<file path="src/rtl/fetch_queue_unit_pkg.sv">
// rtl/fetch_queue_unit_pkg.sv - shared types, defaults and helpers for the fetch queue unit
package fetch_queue_unit_pkg;

    localparam int FETCH_AW    = 32;
    localparam int FETCH_DW    = 32;
    localparam int FETCH_DEPTH = 4;
    localparam logic [FETCH_AW-1:0] FETCH_RESET_PC = '0;

    typedef struct packed {
        logic [FETCH_DW-1:0] instr;
        logic [FETCH_AW-1:0] pc_next;
    } fetch_entry_t;

    function automatic logic [FETCH_AW-1:0] next_pc(input logic [FETCH_AW-1:0] pc);
        return pc + FETCH_AW'(1);
    endfunction

endpackage

</file>
<file path="src/rtl/fetch_queue_unit_if.sv">
// rtl/fetch_queue_unit_if.sv - instruction memory bus and ID hand-off bundle
interface fetch_queue_unit_if #(
    parameter int AW = 32,
    parameter int DW = 32
);
    logic          imem_en;
    logic          imem_we;
    logic [AW-1:0] imem_addr;
    logic [DW-1:0] imem_wdata;
    logic [DW-1:0] imem_rdata;

    logic          id_valid;
    logic          id_ready;
    logic [DW-1:0] id_instr;
    logic [AW-1:0] id_pc_next;

    modport master (
        output imem_en, imem_we, imem_addr, imem_wdata,
        input  imem_rdata,
        output id_valid, id_instr, id_pc_next,
        input  id_ready
    );

    modport slave (
        input  imem_en, imem_we, imem_addr, imem_wdata,
        output imem_rdata,
        input  id_valid, id_instr, id_pc_next,
        output id_ready
    );
endinterface

</file>
<file path="src/rtl/fetch_queue_unit_fifo.sv">
// rtl/fetch_queue_unit_fifo.sv - circular prefetch buffer with push/pop/flush and occupancy count
module fetch_queue_unit_fifo #(
    parameter int WIDTH = 64,
    parameter int DEPTH = 4,
    localparam int PW = $clog2(DEPTH),
    localparam int CW = PW + 1
) (
    input  logic             clk,
    input  logic             rst,
    input  logic             push,
    input  logic [WIDTH-1:0] push_data,
    input  logic             pop,
    input  logic             flush,
    output logic [WIDTH-1:0] head_data,
    output logic [CW-1:0]    count,
    output logic             full,
    output logic             empty
);

    logic [WIDTH-1:0] mem [DEPTH];
    logic [PW-1:0]    wr_ptr;
    logic [PW-1:0]    rd_ptr;
    logic             do_push;
    logic             do_pop;

    assign full      = (count == CW'(DEPTH));
    assign empty     = (count == '0);
    assign head_data = mem[rd_ptr];

    // A full buffer still accepts a push when the head leaves in the same cycle.
    assign do_push = push && (!full || pop) && !flush;
    assign do_pop  = pop && !empty && !flush;

    always_ff @(posedge clk or posedge rst) begin
        if (rst) begin
            wr_ptr <= '0;
            rd_ptr <= '0;
            count  <= '0;
            for (int i = 0; i < DEPTH; i++) begin
                mem[i] <= '0;
            end
        end else if (flush) begin
            wr_ptr <= '0;
            rd_ptr <= '0;
            count  <= '0;
        end else begin
            if (do_push) begin
                mem[wr_ptr] <= push_data;
                wr_ptr      <= wr_ptr + PW'(1);
            end
            if (do_pop) begin
                rd_ptr <= rd_ptr + PW'(1);
            end
            if (do_push && !do_pop) begin
                count <= count + CW'(1);
            end else if (!do_push && do_pop) begin
                count <= count - CW'(1);
            end
        end
    end

endmodule

</file>
<file path="src/rtl/fetch_queue_unit.sv">
// rtl/fetch_queue_unit.sv - IF stage: issues imem reads, buffers words, hands {instr, pc+1} to ID
// FETCH_BYPASS_EN: present a response straight to ID when the prefetch buffer is empty
module fetch_queue_unit
    import fetch_queue_unit_pkg::*;
#(
    parameter int            AW       = FETCH_AW,
    parameter int            DW       = FETCH_DW,
    parameter int            DEPTH    = FETCH_DEPTH,
    parameter logic [AW-1:0] RESET_PC = AW'(FETCH_RESET_PC)
) (
    input  logic                 clk,
    input  logic                 rst,
    input  logic                 redirect_valid,
    input  logic [AW-1:0]        redirect_pc,
    input  logic                 stop_debug,
    input  logic                 load_program,
    input  logic [AW-1:0]        load_addr,
    input  logic [DW-1:0]        load_data,
    input  logic                 load_we,
    fetch_queue_unit_if.master   bus
);

    localparam int CW = $clog2(DEPTH) + 1;
    localparam int SW = CW + 1;

    typedef struct packed {
        logic [DW-1:0] instr;
        logic [AW-1:0] pc_next;
    } entry_t;

    function automatic logic [AW-1:0] inc_pc(input logic [AW-1:0] a);
        return a + AW'(1);
    endfunction

    logic [AW-1:0] pc;
    logic [AW-1:0] tag;
    logic          inflight;
    logic [AW-1:0] fetch_addr;
    logic [SW-1:0] credit_used;
    logic          issue;
    logic          flush;
    logic          resp_live;
    logic          bypass_sel;
    logic          handshake;
    logic          push;
    logic          pop;
    logic [CW-1:0] count;
    logic          full;
    logic          empty;
    entry_t        push_entry;
    entry_t        head_entry;
    logic [$bits(entry_t)-1:0] head_bits;

    assign flush      = redirect_valid || load_program;
    assign fetch_addr = redirect_valid ? redirect_pc : pc;

    // Queued words plus the one in flight must never exceed the buffer, so no response is dropped.
    assign credit_used = {1'b0, count} + SW'(inflight);
    assign issue = !rst && !load_program && !stop_debug &&
                   (redirect_valid || (credit_used < SW'(DEPTH)));

    // A response returning in a redirect or load cycle belongs to the abandoned stream.
    assign resp_live = inflight && !flush;

`ifdef FETCH_BYPASS_EN
    assign bypass_sel = resp_live && empty;
`else
    assign bypass_sel = 1'b0;
`endif

    assign bus.imem_en    = issue;
    assign bus.imem_we    = load_program && load_we;
    assign bus.imem_addr  = load_program ? load_addr : fetch_addr;
    assign bus.imem_wdata = load_data;

    assign bus.id_valid = !stop_debug && !flush && (!empty || bypass_sel);
    assign handshake    = bus.id_valid && bus.id_ready;

    assign head_entry = entry_t'(head_bits);

    always_comb begin
        bus.id_instr   = head_entry.instr;
        bus.id_pc_next = head_entry.pc_next;
`ifdef FETCH_BYPASS_EN
        if (bypass_sel) begin
            bus.id_instr   = bus.imem_rdata;
            bus.id_pc_next = tag;
        end
`endif
    end

    assign push_entry = '{instr: bus.imem_rdata, pc_next: tag};
    assign push       = resp_live && !(bypass_sel && handshake);
    assign pop        = handshake && !empty;

    always_ff @(posedge clk or posedge rst) begin
        if (rst) begin
            pc       <= RESET_PC;
            tag      <= '0;
            inflight <= 1'b0;
        end else begin
            inflight <= issue;
            if (load_program) begin
                pc <= RESET_PC;
            end else if (issue) begin
                pc  <= inc_pc(fetch_addr);
                tag <= inc_pc(fetch_addr);
            end else if (redirect_valid) begin
                pc <= redirect_pc;
            end
        end
    end

    fetch_queue_unit_fifo #(
        .WIDTH ($bits(entry_t)),
        .DEPTH (DEPTH)
    ) u_fifo (
        .clk       (clk),
        .rst       (rst),
        .push      (push),
        .push_data (push_entry),
        .pop       (pop),
        .flush     (flush),
        .head_data (head_bits),
        .count     (count),
        .full      (full),
        .empty     (empty)
    );

endmodule

</file>
<file path="src/flat_wrapper.sv">
// flat-port wrapper written by rule: the top's interface ports become plain ports
module fetch_queue_unit_flat import fetch_queue_unit_pkg::*;
#(
    parameter int            AW       = FETCH_AW,
    parameter int            DW       = FETCH_DW,
    parameter int            DEPTH    = FETCH_DEPTH,
    parameter logic [AW-1:0] RESET_PC = AW'(FETCH_RESET_PC)
)
  (clk, rst, redirect_valid, redirect_pc, stop_debug, load_program, load_addr, load_data, load_we, bus_imem_en, bus_imem_we, bus_imem_addr, bus_imem_wdata, bus_imem_rdata, bus_id_valid, bus_id_instr, bus_id_pc_next, bus_id_ready);
  fetch_queue_unit_if #(.AW(AW), .DW(DW)) bus_i ();
  input  logic clk;
  input  logic rst;
  input  logic redirect_valid;
  input  logic [AW-1:0] redirect_pc;
  input  logic stop_debug;
  input  logic load_program;
  input  logic [AW-1:0] load_addr;
  input  logic [DW-1:0] load_data;
  input  logic load_we;
  output wire logic [$bits(bus_i.imem_en)-1:0] bus_imem_en;
  output wire logic [$bits(bus_i.imem_we)-1:0] bus_imem_we;
  output wire logic [$bits(bus_i.imem_addr)-1:0] bus_imem_addr;
  output wire logic [$bits(bus_i.imem_wdata)-1:0] bus_imem_wdata;
  input wire logic [$bits(bus_i.imem_rdata)-1:0] bus_imem_rdata;
  output wire logic [$bits(bus_i.id_valid)-1:0] bus_id_valid;
  output wire logic [$bits(bus_i.id_instr)-1:0] bus_id_instr;
  output wire logic [$bits(bus_i.id_pc_next)-1:0] bus_id_pc_next;
  input wire logic [$bits(bus_i.id_ready)-1:0] bus_id_ready;
  assign bus_imem_en = bus_i.imem_en;
  assign bus_imem_we = bus_i.imem_we;
  assign bus_imem_addr = bus_i.imem_addr;
  assign bus_imem_wdata = bus_i.imem_wdata;
  assign bus_i.imem_rdata = bus_imem_rdata;
  assign bus_id_valid = bus_i.id_valid;
  assign bus_id_instr = bus_i.id_instr;
  assign bus_id_pc_next = bus_i.id_pc_next;
  assign bus_i.id_ready = bus_id_ready;
  fetch_queue_unit #(.AW(AW), .DW(DW), .DEPTH(DEPTH), .RESET_PC(RESET_PC)) u_core (.clk(clk), .rst(rst), .redirect_valid(redirect_valid), .redirect_pc(redirect_pc), .stop_debug(stop_debug), .load_program(load_program), .load_addr(load_addr), .load_data(load_data), .load_we(load_we), .bus(bus_i));
endmodule
</file>
<file path="config.mk">
export PLATFORM = sky130hd
export DESIGN_NAME = fetch_queue_unit_flat
export DESIGN_NICKNAME = d
export VERILOG_FILES = /design/src/rtl/fetch_queue_unit_pkg.sv /design/src/rtl/fetch_queue_unit_if.sv /design/src/rtl/fetch_queue_unit_fifo.sv /design/src/rtl/fetch_queue_unit.sv /design/src/flat_wrapper.sv
export SDC_FILE = /design/constraint.sdc
export NUM_CORES = 1
export LEC_CHECK = 0
export BUFFER_PORTS_ARGS = -buffer_cell sky130_fd_sc_hd__buf_2
export CAP_MARGIN = 5
export CORE_UTILIZATION = 50
export CTS_CLUSTER_SIZE = 20
export DETAILED_ROUTE_END_ITERATION = 8
export PLACE_DENSITY = 0.72
export SKIP_LAST_GASP = 1
export SYNTH_ARGS = -nofsm -noshare
export SYNTH_HDL_FRONTEND = slang
export SYNTH_SLANG_ARGS = --single-unit
export TNS_END_PERCENT = 10
</file>
<file path="constraint.sdc">
create_clock -name clk -period 10.8 [get_ports clk]
set_input_delay 0.54 -clock clk [delete_from_list [all_inputs] [get_ports clk]]
set_output_delay 0.54 -clock clk [all_outputs]
set_load 0.03 [all_outputs]
</file>
==> run_results.csv, run 1 <==
group,metric,value,unit
timing,finalHoldViolCount,0,
finish,multi_input_area,7320,um2
detailed_routing,vias,10500,
finish,syn_to_final_growth,13.7,%
timing,fin_tns_setup,0,ns
timing,skew,0.0214,ns
global_route,grt.met3_usage,0.0355,
worst_setup_path,cp_slowest_cell,"dfrtp_4",
timing,max_freq,284,MHz
clocking,cts_buffers,37,
synth,netlist-cell-type-count,63,
clocking,ctsHoldBuffers,0,
worst_setup_path,worstReg2RegEnd,"u_core.tag[20]",
detailed_routing,antenna_left,0,
detailed_routing,via_per_inst,5.87,
timing,period_needed,3.52,ns
timing,max-slew-margin-rel,0.0836,
place,hpwlAfterDp,22900,um
worst_setup_path,end_kind,"primary output",
timing,fin_crit_sh,0.326,
synth,ys_seq_area_frac,0.507,
floorplanning,dieWidth,182,um
finish,seq_area,8210,um2
global_route,grt_max_degree,193,
job,max_cap_violations,0,
global_route,grt_pass1_vias,10700,
place,post_dp_cell_area,17200,um2
clocking,cts_resized,0,
worst_setup_path,slowest_delay,0.80,ns
synth,synth-main-ff-cell,"dfrtp_1",
clocking,clk_latency,0.52,ns
power,power_leakage,8.91,nW
synth,synthTopCellsByArea,"dfrtp_1, mux2_2, mux4_2",
global_route,grt_pass1_wl,58900,um
synth,syn_inst,1219,
floorplanning,pin_count,266,
power,powerDensity,172,nW/um2
finish,antenna_cells,0,
synth,synthArstFlopShare,1.00,
worst_setup_path,reg2reg_depth,5,
worst_setup_path,r2r_start,"u_core.pc[12]",
timing,rsz0062_at_grt,"no",
global_route,grt-busiest-layer,"met2",
synth,synth-edff-count,0,
synth,synth_largest_area_cell,"dfrtp_1",
clocking,postCtsSetupBuffers,0,
timing,max_slew.worst_pin.slew,1.37,ns
synth,mappedNetlistArea,16200,um2
clocking,cts_max_level,2,
hold_path,hp-class,"in -> async",
floorplanning,core,31700,um2
global_route,grt_usage,0.224,
finish,final_common_cell,"dfrtp_1",
global_route,grtUsageMet1,0.316,
synth,yosys_warnings,0,
global_route,met2_usage,0.362,
floorplanning,rows,65,
floorplanning,chipHeight,182,um
timing,slew_viol_final,0,
detailed_routing,wl_per_cell,20.2,um
detailed_routing,drc,0,
clocking,root_buffer,"clkbuf_16",
finish,fill_cells,2584,
floorplanning,start_util,0.510,
worst_setup_path,crit_path_start_kind,"register",
synth,ys_ff_latch,328,
detailed_routing,first_pass_iters,7,
finish,final_cell_mix,"dfrtp_1, mux2_2, buf_2, nand2_1, mux4_2",
worst_setup_path,arrival,2.98,ns
worst_setup_path,crit_path_cell_trace,"buf_4 -> mux4_2 -> buf_2",
global_route,antenna_found_initial,0,
power,total_power,3.16,mW
worst_setup_path,cp_max_fo,41,
timing,setup_viol,0,
synth,synth_nets,1361,
clocking,cts.clk_slew.worst_paths,0.06,ns
finish,fin_area,18400,um2
clocking,clockBufferDepth,3,
worst_setup_path,critPathRequiredTime,10.26,ns
detailed_routing,routed_wl,36100,um
place,place.gp.congestion,0.868,
finish,nets,1507,
outcome,status,"complete, no violations",
clocking,cts.sinks,328,
global_route,grt-ovfl-total,0,
synth,synth_top_area_frac,0.507,
power,ir_drop,83.4,uV
detailed_routing,drt_iter0_drc,676,
synth,synth.avg_cell_area,13.3,um2
clocking,cts_tree,"done",
worst_setup_path,r2r_setup_slack,8.34,ns
worst_setup_path,crit_type,"reg -> out",
place,port_buffers,201,
finish,drive_gt1_frac,0.456,
floorplanning,die_area,33100,um2
[sequential cells by signal, summed over array words and instances (netlist names)]
signal	count
u_core.tag	32
u_core.inflight	1
u_core.u_fifo.wr_ptr	2
u_core.u_fifo.rd_ptr	2
u_core.u_fifo.count	3
u_core.pc	32
u_core.u_fifo.mem	256
[layout make-up]
type,count,share of cell area
Sequential cell,328,0.446
Multi-Input combinational cell,771,0.398
Timing Repair Buffer,213,0.0602
Clock buffer,45,0.0541
Tap cell,402,0.0273
Clock inverter,16,0.0109
Inverter,14,0.00326
[worst max path at each step]
stage | start | to | slack (ns) | cells after the start
finish | u_core.u_fifo.rd_ptr[0] | bus_id_pc_next[12] | 7.28 | 3
global route | u_core.u_fifo.rd_ptr[0] | bus_id_pc_next[12] | 7.06 | 3
CTS | u_core.u_fifo.rd_ptr[0] | bus_id_pc_next[12] | 7.15 | 3
detailed placement | redirect_valid | u_core.pc[20] | 7.27 | 10
global placement | redirect_valid | u_core.pc[20] | 7.35 | 10
floorplan | rst | u_core.inflight | 1.18 | 1
[power by group]
group / internal, mW / switching (mW)
Sequential: 1.32 / 0.0671
Combinational: 0.208 / 0.316
Clock: 0.752 / 0.492
Total: 2.28 / 0.875
[kinds of logic after synthesis]
group,synth area share
compound gates,0.0482
simple gates,0.0748
mux,0.304
fa+ha+maj,0.00588
flops,0.507
buf+inv,0.0416
xor+xnor,0.0184
[routing by layer]
metal | vias to the layer above | share of wire
li1 | 4757 | -
met1 | 5347 | 0.45
met2 | 343 | 0.47
met3 | 54 | 0.054
met4 | 0 | 0.022
met5 | - | 0
[cells in the mapped netlist (6+ instances only)]
| master | number |
|---|---|
| nor2_1 | 44 |
| nor4_1 | 6 |
| clkbuf_1 | 24 |
| xor2_1 | 8 |
| xnor2_1 | 26 |
| o21a_1 | 11 |
| mux2_2 | 283 |
| o21ai_0 | 31 |
| mux4_2 | 64 |
| a22oi_1 | 6 |
| nand3b_1 | 12 |
| dfrtp_1 | 328 |
| and2_1 | 9 |
| and3_1 | 6 |
| mux2i_1 | 28 |
| nand4_1 | 16 |
| inv_1 | 14 |
| buf_1 | 10 |
| ha_1 | 6 |
| nand3_1 | 32 |
| nor3_1 | 25 |
| buf_2 | 35 |
| nand2_1 | 64 |
| a21oi_1 | 28 |
| buf_4 | 32 |
[critical path, delay by kind of cell, from the launching register on]
kind	cells	cell delay (ns)
buffers and inverters	2	0.98
DFF	1	0.80
muxes	1	0.66
[per-stage QoR]
stage	setup WS, ns	std cells	hold slack (ns)	util
after floorplan	1.18	1219	0.474	-
after global placement	7.35	1728	0.482	0.543
after detailed placement	7.27	1728	0.488	0.543
after CTS	7.15	1789	0.264	0.580
after global routing	7.06	1789	0.292	0.580
final	7.28	1789	0.190	0.580
Power figures use the tool's default switching activity.
==> inputs of run 2 (changes only) <==
--- a/config.mk
+++ b/config.mk
@@ -5,12 +5,13 @@
 export SDC_FILE = /design/constraint.sdc
 export NUM_CORES = 1
 export LEC_CHECK = 0
+export ABC_AREA = 1
 export BUFFER_PORTS_ARGS = -buffer_cell sky130_fd_sc_hd__buf_2
 export CAP_MARGIN = 5
 export CORE_UTILIZATION = 50
 export CTS_CLUSTER_SIZE = 20
 export DETAILED_ROUTE_END_ITERATION = 8
-export PLACE_DENSITY = 0.72
+export PLACE_DENSITY = 0.75
 export SKIP_LAST_GASP = 1
 export SYNTH_ARGS = -nofsm -noshare
 export SYNTH_HDL_FRONTEND = slang
==> constraint.sdc (replaced) <==
create_clock -name clk -period 2.91 [get_ports clk]
set_input_delay 0.1455 -clock clk [delete_from_list [all_inputs] [get_ports clk]]
set_output_delay 0.1455 -clock clk [all_outputs]
set_load 0.03 [all_outputs]
==> run 2 against run 1 <==
  * Global-route usage is 5.4 points higher
  * Synthesized cell count is 76% higher
  * Register-to-register slack worse by 8.0 ns
  * Via count is 45% higher
  * Die area is 2.1% higher
  * Flip-flop and latch count stayed put
  * Critical path depth is 1 higher
  * Clock skew is 0.0076 ns lower
  * Sequential power grew to 3.7 times the previous value
  * Total power grew to 3.7 times the previous value
  * Combinational power grew to 3.5 times the previous value
  * Highest routed layer unchanged
==> run_results.csv, run 2 <==
group,metric,value,unit
outcome,status,"complete, no violations",
timing,fin_crit_sh,0.982,
clocking,cts.clk_slew.worst_paths,0.06,ns
synth,syn_inst,2150,
power,pwr-share-comb,0.158,
synth,synthTopCellsByCount,"nand2_1, o21ai_0, dfrtp_1",
power,powerDensity,615,nW/um2
synth,synth.most_common_cell,"nand2_1",
power,power_leakage,10.1,nW
synth,synthTopCellsByArea,"dfrtp_1, nand2_1, o21ai_0",
detailed_routing,routed_wl,46500,um
clocking,cts.sinks,328,
floorplanning,start_util,0.508,
worst_setup_path,critPathRequiredTime,2.76,ns
detailed_routing,wl_per_cell,17.0,um
finish,utilization,0.578,
floorplanning,core,32500,um2
place,port_buffers,201,
floorplanning,dieWidth,184,um
finish,regMostFlops,"u_core.u_fifo.mem",
finish,nets,2414,
power,ir_drop,411,uV
hold_path,hp-class,"in -> reg",
power,switchingPower,3.38,mW
finish,drive_gt1_frac,0.135,
global_route,grt_max_degree,136,
clocking,clk_latency,0.51,ns
power,power_frac_clock,0.391,
worst_setup_path,end_kind,"primary output",
timing,setup_ws,0.0519,ns
worst_setup_path,crit_path_start_kind,"register",
place,hpwlAfterDp,27200,um
finish,largestRegisters,"u_core.u_fifo.mem x256, u_core.pc x32, u_core.tag x32",
synth,synth-edff-count,0,
synth,ys_seq_area_frac,0.497,
global_route,antenna_found_initial,0,
detailed_routing,drc,0,
global_route,grt_usage,0.278,
finish,syn_to_final_growth,13.8,%
finish,final_common_cell,"nand2_1",
synth,netlist-cell-type-count,30,
synth,synthArstFlopShare,1.00,
worst_setup_path,worstPathBufferInverterCount,2,
timing,max-slew-margin-rel,0.227,
synth,synth_top_area_frac,0.497,
synth,synth_largest_area_cell,"dfrtp_1",
worst_setup_path,crit_type,"reg -> out",
worst_setup_path,crit_path_cell_trace,"buf_4 -> o21ai_0 -> o22ai_1 -> buf_2",
worst_setup_path,slowest_delay,0.79,ns
job,max_cap_violations,0,
clocking,cts_max_level,2,
worst_setup_path,arrival,2.71,ns
power,seqPwrFrac,0.450,
floorplanning,chipHeight,184,um
timing,skew,0.0138,ns
timing,finalHoldViolCount,0,
global_route,grtUsageMet1,0.381,
place,post-place-ws,0.219,ns
power,internal_power,8.19,mW
timing,max_freq,350,MHz
timing,setup_viol,0,
detailed_routing,drt_iter0_drc,1367,
clocking,clockBufferDepth,3,
floorplanning,die_area,33800,um2
synth,synth.avg_cell_area,7.68,um2
global_route,grt_pass1_wl,74800,um
synth,ys_ff_latch,328,
clocking,cts_buffers,37,
detailed_routing,via_per_inst,5.56,
synth,mappedNetlistArea,16500,um2
floorplanning,rows,66,
synth,synth_nets,2292,
global_route,grt.met3_usage,0.0434,
place,place.gp.congestion,0.991,
worst_setup_path,critical_path.top_delay_family,"buffers and inverters",
timing,rsz0062_at_grt,"no",
global_route,grt-busiest-layer,"met2",
clocking,postCtsSetupBuffers,0,
synth,synth-main-ff-cell,"dfrtp_1",
worst_setup_path,cp_slowest_cell,"dfrtp_4",
synth,yosys_warnings,0,
detailed_routing,vias,15200,
global_route,met2_usage,0.451,
timing,max_slew.worst_pin.slew,1.16,ns
detailed_routing,first_pass_iters,5,
timing,period_needed,2.86,ns
global_route,grt_pass1_vias,14400,
global_route,grt-ovfl-total,0,
clocking,cts_tree,"done",
finish,final_cell_mix,"nand2_1, o21ai_0, dfrtp_1, buf_2, nor2_1",
clocking,root_buffer,"clkbuf_16",
detailed_routing,antenna_left,0,
finish,largest_reg_flops,256,
timing,slew_viol_final,0,
floorplanning,pin_count,266,
worst_setup_path,cp_max_fo,51,
power,netSwitchingFraction,0.292,
## run 2: final cells by class
class | count | area (um2)
Fill cell | 3031 | 13700
Sequential cell | 328 | 8210
Multi-Input combinational cell | 1582 | 7000
Timing Repair Buffer | 260 | 1630
Clock buffer | 53 | 1060
Tap cell | 442 | 553
Inverter | 63 | 244
Clock inverter | 11 | 113
Antenna cell | 1 | 2.50
## run 2: layer usage
layer  share of wire  vias up  wire length, um
li1                -     7220                -
met1            0.43     7287            20200
met2            0.47      626            21700
met3           0.074       90             3430
met4           0.026        0             1220
met5               0        -                0
## run 2: logic make-up (layout without fill, tap and decap cells)
group,Yosys count,count (layout),share of synthesized area
simple gates,1031,1031,0.245
compound gates,542,542,0.171
flops,328,328,0.497
buf+inv,240,387,0.0804
fa+ha+maj,7,7,0.00576
xor+xnor,2,2,0.00106
other cells,0,1,0
## run 2: power groups by stage
stage          clock, mW  sequential (mW)  combinational, mW
3_5_place_dp           0             5.28               1.80
3_3_place_gp           0             5.27               1.77
4_1_cts             4.60             5.20               1.85
2_1_floorplan          0             5.20               1.33
5_1_grt             4.77             5.25               2.03
6_report            4.53             5.21               1.83
## run 2: what timing repair did
action,4_1_cts,5_1_grt
setup endpoints to repair,0,1
resized for setup,0,2
hold buffers,36,0
endpoints found under the hold margin,158,0
## run 2: metrics by stage
stage | cells | hold WS, ns | total power, mW | setup TNS (ns) | cell area [um2]
5_1_grt | 2739 | 0.0775 | 12.0 | 0 | 18800
2_1_floorplan | 2150 | 0.262 | 6.53 | -529.46 | 16500
6_report | 2740 | 0.0713 | 11.6 | 0 | 18800
4_1_cts | 2739 | 0.0462 | 11.7 | 0 | 18800
3_3_place_gp | 2639 | 0.291 | 7.04 | 0 | 17300
3_5_place_dp | 2639 | 0.291 | 7.09 | 0 | 17300
## run 2: worst min-delay path: stages
cell and delay [ns]:
buf_2 0.08, nand2_1 0.05, nand2_1 0.13, nand2_1 0.07, nand2_1 0.06
## run 2: path summary, 6_finish.rpt
check                                    endpoint                     from  slack (ns)  cells past startpoint
hold / removal                      u_core.pc[17]          redirect_pc[17]        0.07                      5
setup / recovery               bus_id_pc_next[11]  u_core.u_fifo.rd_ptr[0]        0.05                      4
max in group asynchronous  u_core.u_fifo.mem[216]                      rst        1.65                      4
min in group asynchronous           u_core.pc[13]                      rst        0.32                      3
hold reg to reg             u_core.u_fifo.mem[79]    u_core.u_fifo.mem[79]        0.48                      2
setup reg to reg           u_core.u_fifo.count[2]   u_core.u_fifo.count[0]        0.32                     10
